File: src/rtl/l1_biu.sv
// L1 cache bus interface unit: single-word reads/writes, 128-word line fills and
// dirty-line write-backs over a simple req/ack/err memory bus.
module l1_biu #(
  parameter int ADDR_WIDTH = 24,
  parameter int DATA_WIDTH = 64,
  parameter int LINE_WORDS = 128
) (
  input  logic                  clk,
  input  logic                  rst_n,
  input  logic                  read_req,
  input  logic                  write_through_req,
  input  logic                  read_line_req,
  input  logic                  write_line_req,
  input  logic [ADDR_WIDTH-1:0] pa,
  input  logic [DATA_WIDTH-1:0] wt_data,
  output logic [DATA_WIDTH-1:0] line_data,
  output logic [7:0]            addr_count,
  output logic                  line_write,
  output logic                  cache_entry_refill,
  output logic                  trans_rdy,
  output logic                  bus_error,
  output logic                  mem_req,
  output logic                  mem_we,
  output logic [ADDR_WIDTH-1:0] mem_addr,
  output logic [DATA_WIDTH-1:0] mem_wdata,
  input  logic [DATA_WIDTH-1:0] mem_rdata,
  input  logic                  mem_ack,
  input  logic                  mem_err
);

  localparam int LB_W = ADDR_WIDTH - 10;
  localparam int WA_W = ADDR_WIDTH - 3;
  localparam logic [6:0] LAST_IDX = 7'(LINE_WORDS - 1);

  typedef enum logic [3:0] {
    IDLE, SGL_RD, SGL_WR, FILL_REQ, FILL_WR, WB_RD, WB_REQ, RESP, ERR
  } state_t;

  state_t                  state_reg, state_next;
  logic [6:0]              word_idx_reg, word_idx_next;
  logic [LB_W-1:0]         line_base_reg, line_base_next;
  logic [WA_W-1:0]         word_addr_reg, word_addr_next;
  logic                    fill_op_reg, fill_op_next;
  logic [DATA_WIDTH-1:0]   line_data_reg, line_data_next;
  logic [DATA_WIDTH-1:0]   mem_wdata_reg, mem_wdata_next;

  // Byte-offset bits are irrelevant: every access is a whole aligned word.
  logic unused_pa_bits;
  assign unused_pa_bits = ^pa[2:0];

  always_ff @(posedge clk or negedge rst_n) begin
    if (!rst_n) begin
      state_reg     <= IDLE;
      word_idx_reg  <= '0;
      line_base_reg <= '0;
      word_addr_reg <= '0;
      fill_op_reg   <= 1'b0;
      line_data_reg <= '0;
      mem_wdata_reg <= '0;
    end else begin
      state_reg     <= state_next;
      word_idx_reg  <= word_idx_next;
      line_base_reg <= line_base_next;
      word_addr_reg <= word_addr_next;
      fill_op_reg   <= fill_op_next;
      line_data_reg <= line_data_next;
      mem_wdata_reg <= mem_wdata_next;
    end
  end

  always_comb begin
    state_next         = state_reg;
    word_idx_next      = word_idx_reg;
    line_base_next     = line_base_reg;
    word_addr_next     = word_addr_reg;
    fill_op_next       = fill_op_reg;
    line_data_next     = line_data_reg;
    mem_wdata_next     = mem_wdata_reg;
    mem_req            = 1'b0;
    mem_we             = 1'b0;
    mem_addr           = '0;
    line_write         = 1'b0;
    trans_rdy          = 1'b0;
    cache_entry_refill = 1'b0;
    bus_error          = 1'b0;

    case (state_reg)
      IDLE: begin
        if (write_line_req || read_line_req || write_through_req || read_req) begin
          line_base_next = pa[ADDR_WIDTH-1:10];
          word_addr_next = pa[ADDR_WIDTH-1:3];
          word_idx_next  = '0;
          fill_op_next   = 1'b0;
          if (write_line_req) begin
            state_next = WB_RD;
          end else if (read_line_req) begin
            state_next   = FILL_REQ;
            fill_op_next = 1'b1;
          end else if (write_through_req) begin
            state_next     = SGL_WR;
            mem_wdata_next = wt_data;
          end else begin
            state_next = SGL_RD;
          end
        end
      end
      SGL_RD: begin
        mem_req  = 1'b1;
        mem_addr = {word_addr_reg, 3'b000};
        if (mem_err) begin
          state_next = ERR;
        end else if (mem_ack) begin
          line_data_next = mem_rdata;
          state_next     = RESP;
        end
      end
      SGL_WR: begin
        mem_req  = 1'b1;
        mem_we   = 1'b1;
        mem_addr = {word_addr_reg, 3'b000};
        if (mem_err)      state_next = ERR;
        else if (mem_ack) state_next = RESP;
      end
      FILL_REQ: begin
        mem_req  = 1'b1;
        mem_addr = {line_base_reg, word_idx_reg, 3'b000};
        if (mem_err) begin
          state_next = ERR;
        end else if (mem_ack) begin
          line_data_next = mem_rdata;
          state_next     = FILL_WR;
        end
      end
      FILL_WR: begin
        line_write = 1'b1;
        if (word_idx_reg == LAST_IDX) begin
          state_next = RESP;
        end else begin
          word_idx_next = word_idx_reg + 7'd1;
          state_next    = FILL_REQ;
        end
      end
      WB_RD: begin
        // The cache RAM has had this cycle to return the word at addr_count.
        mem_wdata_next = wt_data;
        state_next     = WB_REQ;
      end
      WB_REQ: begin
        mem_req  = 1'b1;
        mem_we   = 1'b1;
        mem_addr = {line_base_reg, word_idx_reg, 3'b000};
        if (mem_err) begin
          state_next = ERR;
        end else if (mem_ack) begin
          if (word_idx_reg == LAST_IDX) begin
            state_next = RESP;
          end else begin
            word_idx_next = word_idx_reg + 7'd1;
            state_next    = WB_RD;
          end
        end
      end
      RESP: begin
        trans_rdy          = 1'b1;
        cache_entry_refill = fill_op_reg;
        state_next         = IDLE;
      end
      ERR: begin
        bus_error     = 1'b1;
        word_idx_next = '0;
        state_next    = IDLE;
      end
      default: state_next = IDLE;
    endcase
  end

  assign line_data  = line_data_reg;
  assign mem_wdata  = mem_wdata_reg;
  assign addr_count = {word_idx_reg, 1'b0};

endmodule

File: config.mk
export PLATFORM = sky130hd
export DESIGN_NAME = l1_biu
export DESIGN_NICKNAME = d
export VERILOG_FILES = /design/src/rtl/l1_biu.sv
export SDC_FILE = /design/constraint.sdc
export NUM_CORES = 1
export LEC_CHECK = 0
export BUFFER_PORTS_ARGS = -buffer_cell sky130_fd_sc_hd__clkbuf_2
export CORE_MARGIN = 8
export CORE_UTILIZATION = 30
export CTS_BUF_LIST = sky130_fd_sc_hd__clkbuf_8
export CTS_CLUSTER_DIAMETER = 120
export CTS_CLUSTER_SIZE = 16
export DETAILED_ROUTE_END_ITERATION = 6
export GPL_TIMING_DRIVEN = 0
export PLACE_DENSITY = 0.61
export SYNTH_ARGS = -nofsm -noshare
export SYNTH_HDL_FRONTEND = slang
export SYNTH_SLANG_ARGS = --single-unit
File: constraint.sdc
create_clock -name clk -period 5 [get_ports clk]
set_input_delay 0.25 -clock clk [delete_from_list [all_inputs] [get_ports clk]]
set_output_delay 0.25 -clock clk [all_outputs]
set_load 0.03 [all_outputs]
# Yosys cells after proc, flatten, opt, wreduce, memory -nomap -nowiden
# Index checks and enable logic that the tools add are counted.
[word_totals]
regBits = 175
wordCells = 75
[op_classes]
add_sub_neg = 1
eq_ne = 18
muxes = 32
n_bitwise = 1
n_reduce_logical = 16
[op_table]
columns = ["op", "n"]
rows = [
  ["$mux W64", 4],
  ["$pmux W64 S2", 1],
  ["$pmux W24 S2", 1],
  ["$mux W4", 7],
  ["$mux W7", 4],
  ["$pmux W7 S4", 1],
  ["$pmux W4 S6", 1],
  ["$eq A4 B3 Y1 const B", 4],
  ["$ne A2 B2 Y1 const B", 6],
  ["$eq A4 B2 Y1 const B", 2],
  ["$mux W1", 8],
  ["$reduce_and A4 Y1", 2],
  ["$reduce_or A2 Y1", 4],
  ["$add A7 B1 Y7 const B", 1],
  ["$eq A7 B7 Y1 const B", 1],
  ["$mux W2", 3],
  ["$mux W3", 2],
  ["$ne A3 B3 Y1 const B", 2],
  ["$reduce_and A5 Y1", 1],
  ["$eq A4 B1 Y1 const B", 1],
  ["$eq A4 B4 Y1 const B", 1],
  ["$logic_not A4 Y1", 1],
  ["$reduce_bool A4 Y1", 1],
  ["$reduce_or A4 Y1", 1],
  ["6 further kinds", 8],
]

# Logic depth before layout (Yosys ltp)
# Gate-level depths: netlist (run 1).
[depth]
depth_word = 5
ltp_mapped = 8
ltp_nobuf = 6

# Worst setup path after synthesis (run 1)
# OpenSTA, ideal clock, no wires.
[synth_path]
path_kind = "flip-flop to output port"
start = "reg state_reg[2]"
end = "out mem_addr[11]"
arrival_ns = 2.033
required_ns = 4.750
setup_slack_ns = 2.717
path_stages_with_launch = 6
path_cell_list = "dfrtp_1 buf_6 clkbuf_1 a211oi_1 clkbuf_1 and2_1"
[synth_between]
elab_chain_cells = 3
[synth_rtl]
columns = ["element", "line", "source"]
rows = [
  ["start, declared", "39", "state_t state_reg, state_next;"],
  ["start signal, assigned", "61", "state_reg <= state_next;"],
  ["$eq A4 B3 Y1, or another cell as far along", "87", "case (state_reg)"],
  ["$reduce_or A2 Y1 (no source line)", "n/a", ""],
  ["$pmux W24 S2 *", "87", ""],
  ["end, declared", "24", "output logic [ADDR_WIDTH-1:0] mem_addr,"],
]
# Mark *: on every way between the ends. The rest lies on a longest branch, timed or not.

# Worst setup path after layout (run 1)
[layout_path]
start = "reg state_reg[2]"
end = "out mem_addr[19]"
# The elaborated chain is that of the path after synthesis.

==> results.py, run 1 <==
metrics = {
    "status": {
        "status": "finished, final reports clean",
    },
    "detailed_routing": {
        "drt_first_pass_iters": 4,
        "post-route-drc-count": 0,
        "wl_per_cell_um": 16.80,
        "overall_routed_net_length_um": 19560,
        "drtIter0Drc": 144,
        "dr_total_vias": 5253,
        "detailed_route_vias_per_instance": 4.513,
        "detail-route-antenna-nets": 0,
    },
    "clock_network": {
        "numClockSinks": 161,
        "cts_post_setup_buffers_inserted": 0,
        "cts-root-buf": "sky130_fd_sc_hd__clkbuf_8",
        "cts_tree": "yes",
        "clock_path_buffers": 2,
        "ctsHtreeMaxLevel": 4,
        "total_cts_buffers": 17,
        "clkLatencyLatePin_ns": 0.44,
        "path_clk_slew_ns": 0.09,
    },
    "synthesis": {
        "avgSynthCellArea_um2": 14.09,
        "synth_async_sr_flop_share_pct": 100.0,
        "mappedNetlistArea_um2": 6789,
        "synth.lib_cells_used.distinct": 47,
        "synthMostInstantiatedCell": "sky130_fd_sc_hd__dfrtp_1",
        "synth-main-ff-cell": "sky130_fd_sc_hd__dfrtp_1",
        "synthCells": 482,
        "seq_area_frac_synth_pct": 59.34,
        "synthesized_flop_and_latch_total": 161,
        "synth_warnings": 0,
        "synth_top_cells_by_count": "161 x sky130_fd_sc_hd__dfrtp_1, 151 x sky130_fd_sc_hd__mux2_2, 25 x sky130_fd_sc_hd__nor2_1",
        "synth_edf_count": 0,
        "yosys.area.top_type_share_pct": 59.34,
        "yosysTopAreaCell": "sky130_fd_sc_hd__dfrtp_1",
        "synth.area.top_cells": "sky130_fd_sc_hd__dfrtp_1 59%, sky130_fd_sc_hd__mux2_2 25%, sky130_fd_sc_hd__and2_1 1.7%",
    },
    "power_and_ir_drop": {
        "switchingPower_mw": 3.161,
        "power_frac_comb_pct": 53.4,
        "report.power.total_mw": 6.830,
        "power.share.switching_pct": 46.29,
        "clockPowerShare_pct": 13.4,
        "cellInternalPower_mw": 3.668,
        "p_per_area_nw_per_um2": 712.5,
        "part_of_the_power_in_registers_pct": 33.2,
        "cellLeakagePower_nw": 4.709,
        "ir_worst_vdd_mv": 0.3159,
    },
    "floorplanning": {
        "fp.dieH_um": 166.4,
        "std_cell_rows": 55,
        "fp.coreArea_um2": 22430,
        "number_of_primary_i_o_pins": 326,
        "design.die.area_um2": 27700,
        "die-width_um": 166.4,
        "start_util_pct": 30.26,
    },
    "finish": {
        "stdcell_count": 1164,
        "final_cell_area_um2": 9585,
        "flow.area_growth_from_synthesis_pct": 41.19,
        "fin_nets": 1026,
        "drive_above_1_share_pct": 60.59,
        "nFillCells": 2142,
    },
    "timing": {
        "timing_hold_violations_final": 0,
        "grt_setup_unrepaired": "no",
        "post-route-min-period_ns": 3.148,
        "setup_total_negative_slack_ns": 0,
        "holdWs_ns": 0.04010,
        "setup_viol": 0,
        "highest_clock_rate_mhz": 317.6,
        "layout_worst_path_cycle_share_pct": 62.97,
        "worst_pin_slew_ns": 1.102,
        "slew-limit-headroom_pct": 26.12,
        "timing_max_transition_violations_final": 0,
        "fin_worst_skew_ns": 0.01600,
    },
    "critical_path": {
        "worst-endpoint-arrival_ns": 2.90,
        "critical_path.max_fanout": 10,
        "critical_path.endpoint_type": "primary output",
        "criticalPathCategory": "reg -> out",
        "timing.critical_path.from_type": "flop",
        "cp_data_required_time_ns": 4.75,
    },
    "min_path": {
        "hold_path.class": "in -> reg",
    },
    "global_route": {
        "grt_antenna_before_repair": 1,
        "grt_first_pass_wirelength_um": 31040,
        "pin_count_of_the_biggest_net_entering_global_routing": 91,
        "first_global_vias": 5693,
        "grt.overflow.total": 0,
        "gr-usage-all-layers_pct": 13.93,
    },
    "place": {
        "gpl.final_weighted_congestion": 0.8036,
        "placed_area_um2": 8785,
        "numPlacedInstances": 1089,
        "numPortBuffers": 318,
        "place_hpwl_um": 15030,
    },
    "flow_run": {
        "drv_cap": 0,
    },
}
[cell families after synthesis]
logic type,share of synthesized area [%]
DFF,59.34
muxes,26.02
and+or+nand+nor,6.838
buffers and inverters,3.446
AOI/OAI and AO/OA,3.594
xor gates and xnor gates,0.5160
adders and majority gates,0.1843
other,0.05524
[worst max-delay path, stage by stage, from the launching register on]
cell                       delay [ns]
sky130_fd_sc_hd__dfrtp_1         0.38
sky130_fd_sc_hd__buf_6           0.13
sky130_fd_sc_hd__clkbuf_1        0.20
sky130_fd_sc_hd__a211oi_1        0.96
sky130_fd_sc_hd__clkbuf_1        0.37
sky130_fd_sc_hd__and2_1          0.21
sky130_fd_sc_hd__clkbuf_2        0.21
[metal layers]
metal | global-route usage, % | vias to the layer above | routed length (µm)
met5 | 0 | - | 0
met1 | 14.84 | 2586 | 7691
li1 | - | 2461 | -
met3 | 5.934 | 20 | 1565
met4 | 4.034 | 0 | 352
met2 | 24.79 | 186 | 9950
[area by class of cell]
cell class                 count  area, µm²  share of cell area [%]
antenna                        1      2.502                 0.02611
multi-input combinational    285       2537                   26.47
timing repair buffer         361       2048                   21.37
clock buffer                  19      261.5                   2.728
tap                          285      356.6                   3.720
buffer                        34      215.2                   2.245
sequential                   161       4029                   42.03
inverter                       5      18.77                  0.1958
clock inverter                13      116.4                   1.214
[what timing repair did]
item,4_1_cts,5_1_grt
hold buffers,28,14
resized for setup,0,0
endpoints found under the hold margin,98,14
[through the flow]
step                util [%]  setup slack [ns]
global route           42.73             1.615
CTS                    42.09             1.829
finish                 42.73             1.852
detailed placement     39.16             2.331
global placement       39.00            0.6258
floorplan                  -             2.717
[path summary, 6_finish.rpt]
check                              startpoint       endpoint  slack (ns)  depth (start not counted)
worst min-delay path              wt_data[13]  mem_wdata[13]        0.04                          2
min in group asynchronous               rst_n  line_data[49]        0.38                          2
worst max register to register   state_reg[2]  line_data[25]        2.63                          6
max in group asynchronous               rst_n  mem_wdata[29]        3.73                          3
worst max-delay path             state_reg[2]   mem_addr[19]        1.85                          6
worst min register to register  mem_wdata[11]  mem_wdata[11]        0.49                          1
[cell usage in the layout, fill, tap and decap left out, drive strengths merged, types with 2 or more instances in the layout]
master / n
clkbuf: 346
dfrtp: 161
mux2: 156
dlygate4sd3: 42
buf: 26
nor2: 25
and2: 18
inv: 12
a21oi: 10
nor3: 9
a22oi: 8
nand2: 8
nand3: 8
xnor2: 4
conb: 4
clkinvlp: 4
nor4: 3
nor2b: 2
nand2b: 2
o22ai: 2
o32ai: 2
a32o: 2
o21ai: 2
a21o: 2
clkinv: 2
nor4b: 2
[power groups by stage]
stage	Combinational, mW	Clock (mW)	Sequential, mW
6_report	3.65	0.915	2.27
5_1_grt	3.88	1.01	2.36
4_1_cts	3.69	0.964	2.27
3_5_place_dp	3.67	0	2.30
3_3_place_gp	3.63	0	2.26
2_1_floorplan	1.50	0	3.32
Note: power is estimated with default switching activity, not from simulation.
==> inputs of run 2 (changes only) <==
==> constraint.sdc (replaced) <==
create_clock -name clk -period 3.3 [get_ports clk]
set_input_delay 0.165 -clock clk [delete_from_list [all_inputs] [get_ports clk]]
set_output_delay 0.165 -clock clk [all_outputs]
set_load 0.03 [all_outputs]
==> run 2 against run 1 <==
Worst setup slack worse by 1.6 ns. Clock-buffer cell count stayed put. Via count up 8.5%. Worst hold slack gained 0.028 ns. Register-to-register slack got worse by 1.7 ns. Wire length increased by 8.0%. Design area increased by 11%. Core utilization rose by 4.9 points. Final cell count is 9.5% higher. Largest power group unchanged. Total power grew 54%. Sequential share of layout area is 4.3 points lower. Die area stayed put.
==> results.py, run 2 (synthesis results as in run 1) <==
metrics = {
    "status": {
        "status": "finished, final reports clean",
    },
    "power_and_ir_drop": {
        "cellLeakagePower_nw": 5.164,
        "ir_worst_vdd_mv": 0.4351,
        "power.share.switching_pct": 46.22,
        "p_per_area_nw_per_um2": 982.6,
        "power_frac_comb_pct": 53.9,
        "part_of_the_power_in_registers_pct": 32.9,
        "report.power.total_mw": 10.49,
        "clockPowerShare_pct": 13.2,
        "cellInternalPower_mw": 5.643,
        "switchingPower_mw": 4.850,
    },
    "timing": {
        "highest_clock_rate_mhz": 329.0,
        "post-route-min-period_ns": 3.039,
        "timing_max_transition_violations_final": 0,
        "slew-limit-headroom_pct": 28.88,
        "fin_worst_skew_ns": 0.01933,
        "grt_setup_unrepaired": "no",
        "layout_worst_path_cycle_share_pct": 92.10,
        "holdWs_ns": 0.06821,
        "setup_viol": 0,
        "timing_hold_violations_final": 0,
        "worst_pin_slew_ns": 1.060,
    },
    "clock_network": {
        "cts_tree": "yes",
        "ctsHtreeMaxLevel": 4,
        "total_cts_buffers": 17,
        "path_clk_slew_ns": 0.09,
        "clkLatencyLatePin_ns": 0.44,
        "numClockSinks": 161,
        "clock_path_buffers": 2,
        "post_cts_resize_count": 0,
        "cts-root-buf": "sky130_fd_sc_hd__clkbuf_8",
    },
    "detailed_routing": {
        "dr_total_vias": 5700,
        "drt_first_pass_iters": 4,
        "post-route-drc-count": 0,
        "drtIter0Drc": 177,
        "detail-route-antenna-nets": 0,
        "wl_per_cell_um": 16.58,
        "overall_routed_net_length_um": 21120,
        "detailed_route_vias_per_instance": 4.474,
    },
    "critical_path": {
        "r2r-end": "line_data[21]",
        "reg2regPathDepth": 6,
        "flop2flop_setup_slack_ns": 0.92,
        "cp_data_required_time_ns": 3.13,
        "criticalPathCategory": "reg -> out",
        "timing.critical_path.from_type": "flop",
        "timing.rr.start": "state_reg[2]",
        "critical_path.max_fanout": 10,
        "worst-endpoint-arrival_ns": 2.87,
        "critical_path.endpoint_type": "primary output",
    },
    "finish": {
        "final_cell_area_um2": 10680,
        "flow.area_growth_from_synthesis_pct": 57.30,
        "drive_above_1_share_pct": 53.90,
        "fin_util_pct": 47.60,
        "final_common_cell": "sky130_fd_sc_hd__clkbuf_2",
        "stdcell_count": 1274,
        "fin_nets": 1135,
        "final_cell_mix": "318 x sky130_fd_sc_hd__clkbuf_2, 161 x sky130_fd_sc_hd__dfrtp_1, 151 x sky130_fd_sc_hd__mux2_2, 151 x sky130_fd_sc_hd__dlygate4sd3_1, 25 x sky130_fd_sc_hd__nor2_1",
    },
    "floorplanning": {
        "number_of_primary_i_o_pins": 326,
        "fp.dieH_um": 166.4,
        "design.die.area_um2": 27700,
        "die-width_um": 166.4,
        "fp.coreArea_um2": 22430,
        "start_util_pct": 30.26,
        "std_cell_rows": 55,
    },
    "min_path": {
        "hold_path_end": "state_reg[3]",
        "min_from": "mem_err",
        "holdPathStages": 2,
        "hold_path.class": "in -> reg",
    },
    "flow_run": {
        "drv_cap": 0,
    },
    "global_route": {
        "grt.overflow.total": 0,
        "grt_antenna_before_repair": 2,
        "grt_first_pass_wirelength_um": 33860,
        "first_global_vias": 6413,
        "pin_count_of_the_biggest_net_entering_global_routing": 91,
        "gr-usage-all-layers_pct": 15.06,
    },
    "place": {
        "numPortBuffers": 318,
        "gpl.final_weighted_congestion": 0.8036,
        "place_hpwl_um": 15030,
        "numPlacedInstances": 1089,
        "placed_area_um2": 8785,
    },
}
==> run 2: worst max-delay path, cell delays in order (launching register included) <==
cell and delay, ns:
sky130_fd_sc_hd__dfrtp_1 0.38, sky130_fd_sc_hd__buf_6 0.13, sky130_fd_sc_hd__clkbuf_1 0.20, sky130_fd_sc_hd__a211oi_1 0.93
sky130_fd_sc_hd__clkbuf_1 0.38, sky130_fd_sc_hd__and2_1 0.21, sky130_fd_sc_hd__clkbuf_2 0.21
==> run 2: timing repair <==
action | 4_1_cts | 5_1_grt
buffers inserted | 0 | 0
hold buffers | 151 | 0
hold endpoints to repair | 221 | 0
==> run 2: cell type report <==
cell class / count / area, µm²
Multi-Input combinational cell: 285 / 2537
Timing Repair Buffer: 470 / 3139
Buffer: 34 / 215.2
Antenna cell: 2 / 5.005
Clock buffer: 19 / 261.5
Fill cell: 1984 / 11760
Tap cell: 285 / 356.6
Clock inverter: 13 / 116.4
Inverter: 5 / 18.77
Sequential cell: 161 / 4029
==> run 2: power by group through the flow <==
| stage | Combinational [mW] | Clock (mW) | Sequential [mW] |
|---|---|---|---|
| 6_report | 5.66 | 1.38 | 3.45 |
| 5_1_grt | 6.02 | 1.53 | 3.60 |
| 4_1_cts | 5.71 | 1.46 | 3.44 |
| 3_5_place_dp | 5.56 | 0 | 3.48 |
| 3_3_place_gp | 5.50 | 0 | 3.43 |
| 2_1_floorplan | 2.28 | 0 | 5.03 |
==> run 2: metal layers <==
layer  vias to the layer above  track usage (%)  part of all wire, %
li1                       2688                -                    -
met1                      2797            15.54                   38
met2                       193            27.94                   53
met3                        22            5.697                  7.6
met4                         0            4.348                  1.7
met5                         -                0                    0
==> run 2: worst max path at each step <==
stage | startpoint | to | slack (ns) | cells after the start
floorplan | state_reg[2] | mem_addr[11] | 1.10 | 5
global placement | rst_n | mem_wdata[7] | -0.99 | 1
finish | state_reg[2] | mem_addr[19] | 0.26 | 6
global route | state_reg[0] | mem_addr[19] | 0.03 | 7
CTS | state_reg[2] | mem_addr[19] | 0.21 | 6
detailed placement | state_reg[2] | mem_addr[19] | 0.72 | 6
==> run 2: stage by stage <==
step / setup slack, ns / TNS [ns]
5_1_grt: 0.03013 / 0
6_report: 0.2607 / 0
3_5_place_dp: 0.7159 / 0
4_1_cts: 0.2142 / 0
3_3_place_gp: -0.9892 / -156.09
2_1_floorplan: 1.102 / 0
==> inputs of run 3 (changes only) <==
--- a/config.mk
+++ b/config.mk
@@ -5,6 +5,7 @@
 export SDC_FILE = /design/constraint.sdc
 export NUM_CORES = 1
 export LEC_CHECK = 0
+export ABC_AREA = 1
 export BUFFER_PORTS_ARGS = -buffer_cell sky130_fd_sc_hd__clkbuf_2
 export CORE_MARGIN = 8
 export CORE_UTILIZATION = 30
==> run 3 against run 2 <==
Area after synthesis grew 0.46%. Worst hold slack gained 0.014 ns. Global-route usage grew 1.9 points. First-iteration DRC count grew 140%. Highest routed layer is now met5. Maximum frequency grew 35%. Clock skew shrank 0.0042 ns. Final cell count grew 16%. Clock-buffer cell count shrank 2. Synthesized cell count grew 43%.
==> results.py, run 3 <==
metrics = {
    "status": {
        "status": "finished, final reports clean",
    },
    "timing": {
        "fin_worst_skew_ns": 0.01514,
        "setup_total_negative_slack_ns": 0,
        "timing_max_transition_violations_final": 0,
        "post-route-min-period_ns": 2.247,
        "slew-limit-headroom_pct": 63.20,
        "highest_clock_rate_mhz": 445.1,
        "holdWs_ns": 0.08213,
        "worst_slack_ns": 1.053,
        "setup_viol": 0,
        "worst_pin_slew_ns": 0.5519,
        "timing_hold_violations_final": 0,
        "layout_worst_path_cycle_share_pct": 68.08,
        "grt_setup_unrepaired": "no",
    },
    "finish": {
        "final_common_cell": "sky130_fd_sc_hd__clkbuf_2",
        "final_cell_mix": "317 x sky130_fd_sc_hd__clkbuf_2, 229 x sky130_fd_sc_hd__nand2_1, 161 x sky130_fd_sc_hd__dfrtp_1, 152 x sky130_fd_sc_hd__dlygate4sd3_1, 72 x sky130_fd_sc_hd__nand3_1",
        "fin_nets": 1341,
        "flow.area_growth_from_synthesis_pct": 57.88,
        "drive_above_1_share_pct": 38.42,
        "final_cell_area_um2": 10770,
        "stdcell_count": 1478,
        "fin_util_pct": 47.85,
    },
    "global_route": {
        "pin_count_of_the_biggest_net_entering_global_routing": 97,
        "grt_first_pass_wirelength_um": 38070,
        "gr-usage-all-layers_pct": 16.94,
        "grt.overflow.total": 0,
        "first_global_vias": 6989,
        "grt_antenna_before_repair": 2,
    },
    "synthesis": {
        "synthesized_flop_and_latch_total": 161,
        "synth-main-ff-cell": "sky130_fd_sc_hd__dfrtp_1",
        "yosysTopAreaCell": "sky130_fd_sc_hd__dfrtp_1",
        "synth_async_sr_flop_share_pct": 100.0,
        "synth_top_cells_by_count": "229 x sky130_fd_sc_hd__nand2_1, 161 x sky130_fd_sc_hd__dfrtp_1, 72 x sky130_fd_sc_hd__nand3_1",
        "synth.area.top_cells": "sky130_fd_sc_hd__dfrtp_1 59%, sky130_fd_sc_hd__nand2_1 13%, sky130_fd_sc_hd__mux2_2 9.7%",
        "synthCells": 687,
        "synth_warnings": 0,
        "synth_edf_count": 0,
        "synth.lib_cells_used.distinct": 25,
        "mappedNetlistArea_um2": 6820,
        "avgSynthCellArea_um2": 9.928,
        "seq_area_frac_synth_pct": 59.07,
        "synthMostInstantiatedCell": "sky130_fd_sc_hd__nand2_1",
        "yosys.area.top_type_share_pct": 59.07,
    },
    "min_path": {
        "hold_path.class": "in -> reg",
    },
    "clock_network": {
        "ctsHtreeMaxLevel": 4,
        "path_clk_slew_ns": 0.09,
        "cts-root-buf": "sky130_fd_sc_hd__clkbuf_8",
        "clock_path_buffers": 2,
        "clkLatencyLatePin_ns": 0.45,
        "total_cts_buffers": 17,
        "cts_post_setup_buffers_inserted": 0,
        "numClockSinks": 161,
        "cts_tree": "yes",
    },
    "critical_path": {
        "cp_data_required_time_ns": 3.13,
        "reg2regPathDepth": 8,
        "r2r-end": "mem_wdata[7]",
        "critical_path.max_fanout": 10,
        "worstSetupStartpoint": "state_reg[0]",
        "criticalPathCategory": "reg -> out",
        "critical_path.endpoint_type": "primary output",
        "flop2flop_setup_slack_ns": 1.49,
        "timing.rr.start": "state_reg[3]",
        "worst-endpoint-arrival_ns": 2.08,
        "timing.critical_path.from_type": "flop",
        "critPathCapture": "mem_addr[13]",
    },
    "floorplanning": {
        "fp.dieH_um": 166.8,
        "die-width_um": 166.8,
        "std_cell_rows": 55,
        "fp.coreArea_um2": 22500,
        "start_util_pct": 30.31,
        "design.die.area_um2": 27820,
        "number_of_primary_i_o_pins": 326,
    },
    "detailed_routing": {
        "drt_first_pass_iters": 4,
        "overall_routed_net_length_um": 23730,
        "drtIter0Drc": 432,
        "detailed_route_vias_per_instance": 4.407,
        "detail-route-antenna-nets": 0,
        "dr_total_vias": 6513,
        "wl_per_cell_um": 16.05,
        "post-route-drc-count": 0,
    },
    "power_and_ir_drop": {
        "report.power.total_mw": 11.02,
        "p_per_area_nw_per_um2": 1024,
        "cellLeakagePower_nw": 5.752,
        "ir_worst_vdd_mv": 0.4378,
    },
    "place": {
        "placed_area_um2": 8816,
        "pre_cts_ws_ns": 1.524,
        "numPortBuffers": 318,
        "gpl.final_weighted_congestion": 0.8357,
        "place_hpwl_um": 16900,
        "numPlacedInstances": 1294,
    },
    "flow_run": {
        "drv_cap": 0,
    },
}
-- run 3: cell types whose count changed in the layout (fill, tap and decap cells not counted), moves of 10 or more --
cell                      before  now
sky130_fd_sc_hd__mux2_2      151   59
sky130_fd_sc_hd__o21ai_0       2   23
sky130_fd_sc_hd__inv_1         5   38
sky130_fd_sc_hd__buf_2        12   22
sky130_fd_sc_hd__nand3_1       8   72
sky130_fd_sc_hd__and2_1       18    0
sky130_fd_sc_hd__nand2_1       8  229
-- run 3: how the worst min path moves through the flow --
stage / startpoint / end / slack, ns / depth (start not counted)
6_report: mem_ack / state_reg[2] / 0.08 / 4
5_1_grt: mem_ack / state_reg[2] / 0.09 / 4
4_1_cts: mem_ack / state_reg[2] / 0.05 / 4
3_5_place_dp: rst_n / line_data[20] / 0.20 / 1
3_3_place_gp: wt_data[27] / mem_wdata[27] / 0.36 / 3
2_1_floorplan: rst_n / fill_op_reg / -0.13 / 0
-- run 3: where the power goes --
part | total [mW] | internal (mW) | switching, mW | leakage, nW
combinational | 5.96 | 1.87 | 4.09 | 3.56
sequential | 3.46 | 2.94 | 0.521 | 1.98
clock | 1.60 | 0.772 | 0.830 | 0.209
total | 11.0 | 5.59 | 5.44 | 5.75
-- run 3: routing by layer --
layer / up-vias / track usage, % / routed length [µm]
met5: - / 0 / 8
met4: 2 / 5.640 / 466
met3: 29 / 4.610 / 1345
met2: 200 / 29.49 / 11980
met1: 3099 / 19.92 / 9930
li1: 3183 / - / -
-- run 3: kinds of logic (layout without fill, tap and decap cells) --
group / after synthesis / after routing / share of synthesized area (%)
AOI/OAI and AO/OA: 31 / 31 / 2.385
xor gates and xnor gates: 1 / 1 / 0.1284
adders and majority gates: 1 / 1 / 0.1834
buffers and inverters: 76 / 578 / 5.797
DFF: 161 / 161 / 59.07
muxes: 64 / 64 / 10.57
other: 1 / 5 / 0.05498
and+or+nand+nor: 352 / 352 / 21.81
-- run 3: worst max-delay path, cell delays in order (launching register included) --
cell and delay [ns]:
sky130_fd_sc_hd__dfrtp_1 0.38, sky130_fd_sc_hd__buf_6 0.14, sky130_fd_sc_hd__inv_1 0.09, sky130_fd_sc_hd__nand2_1 0.08, sky130_fd_sc_hd__inv_1 0.06, sky130_fd_sc_hd__nand2_1 0.08, sky130_fd_sc_hd__nand2_1 0.14, sky130_fd_sc_hd__inv_1 0.14
sky130_fd_sc_hd__buf_2 0.21, sky130_fd_sc_hd__nor2_1 0.11, sky130_fd_sc_hd__clkbuf_2 0.22
-- run 3: what timing repair did --
item | 4_1_cts | 5_1_grt
endpoints found under the hold margin | 216 | 0
resized for setup | 0 | 0
hold buffers | 152 | 0
-- run 3: final cells by class --
cell class | instances | area [µm²]
Timing Repair Buffer | 471 | 3149
Clock inverter | 14 | 193.9
Clock buffer | 17 | 234.0
Buffer | 37 | 249.0
Antenna cell | 1 | 2.502
Sequential cell | 161 | 4029
Multi-Input combinational cell | 453 | 2407
Inverter | 39 | 146.4
Fill cell | 2069 | 11740
Tap cell | 285 | 356.6
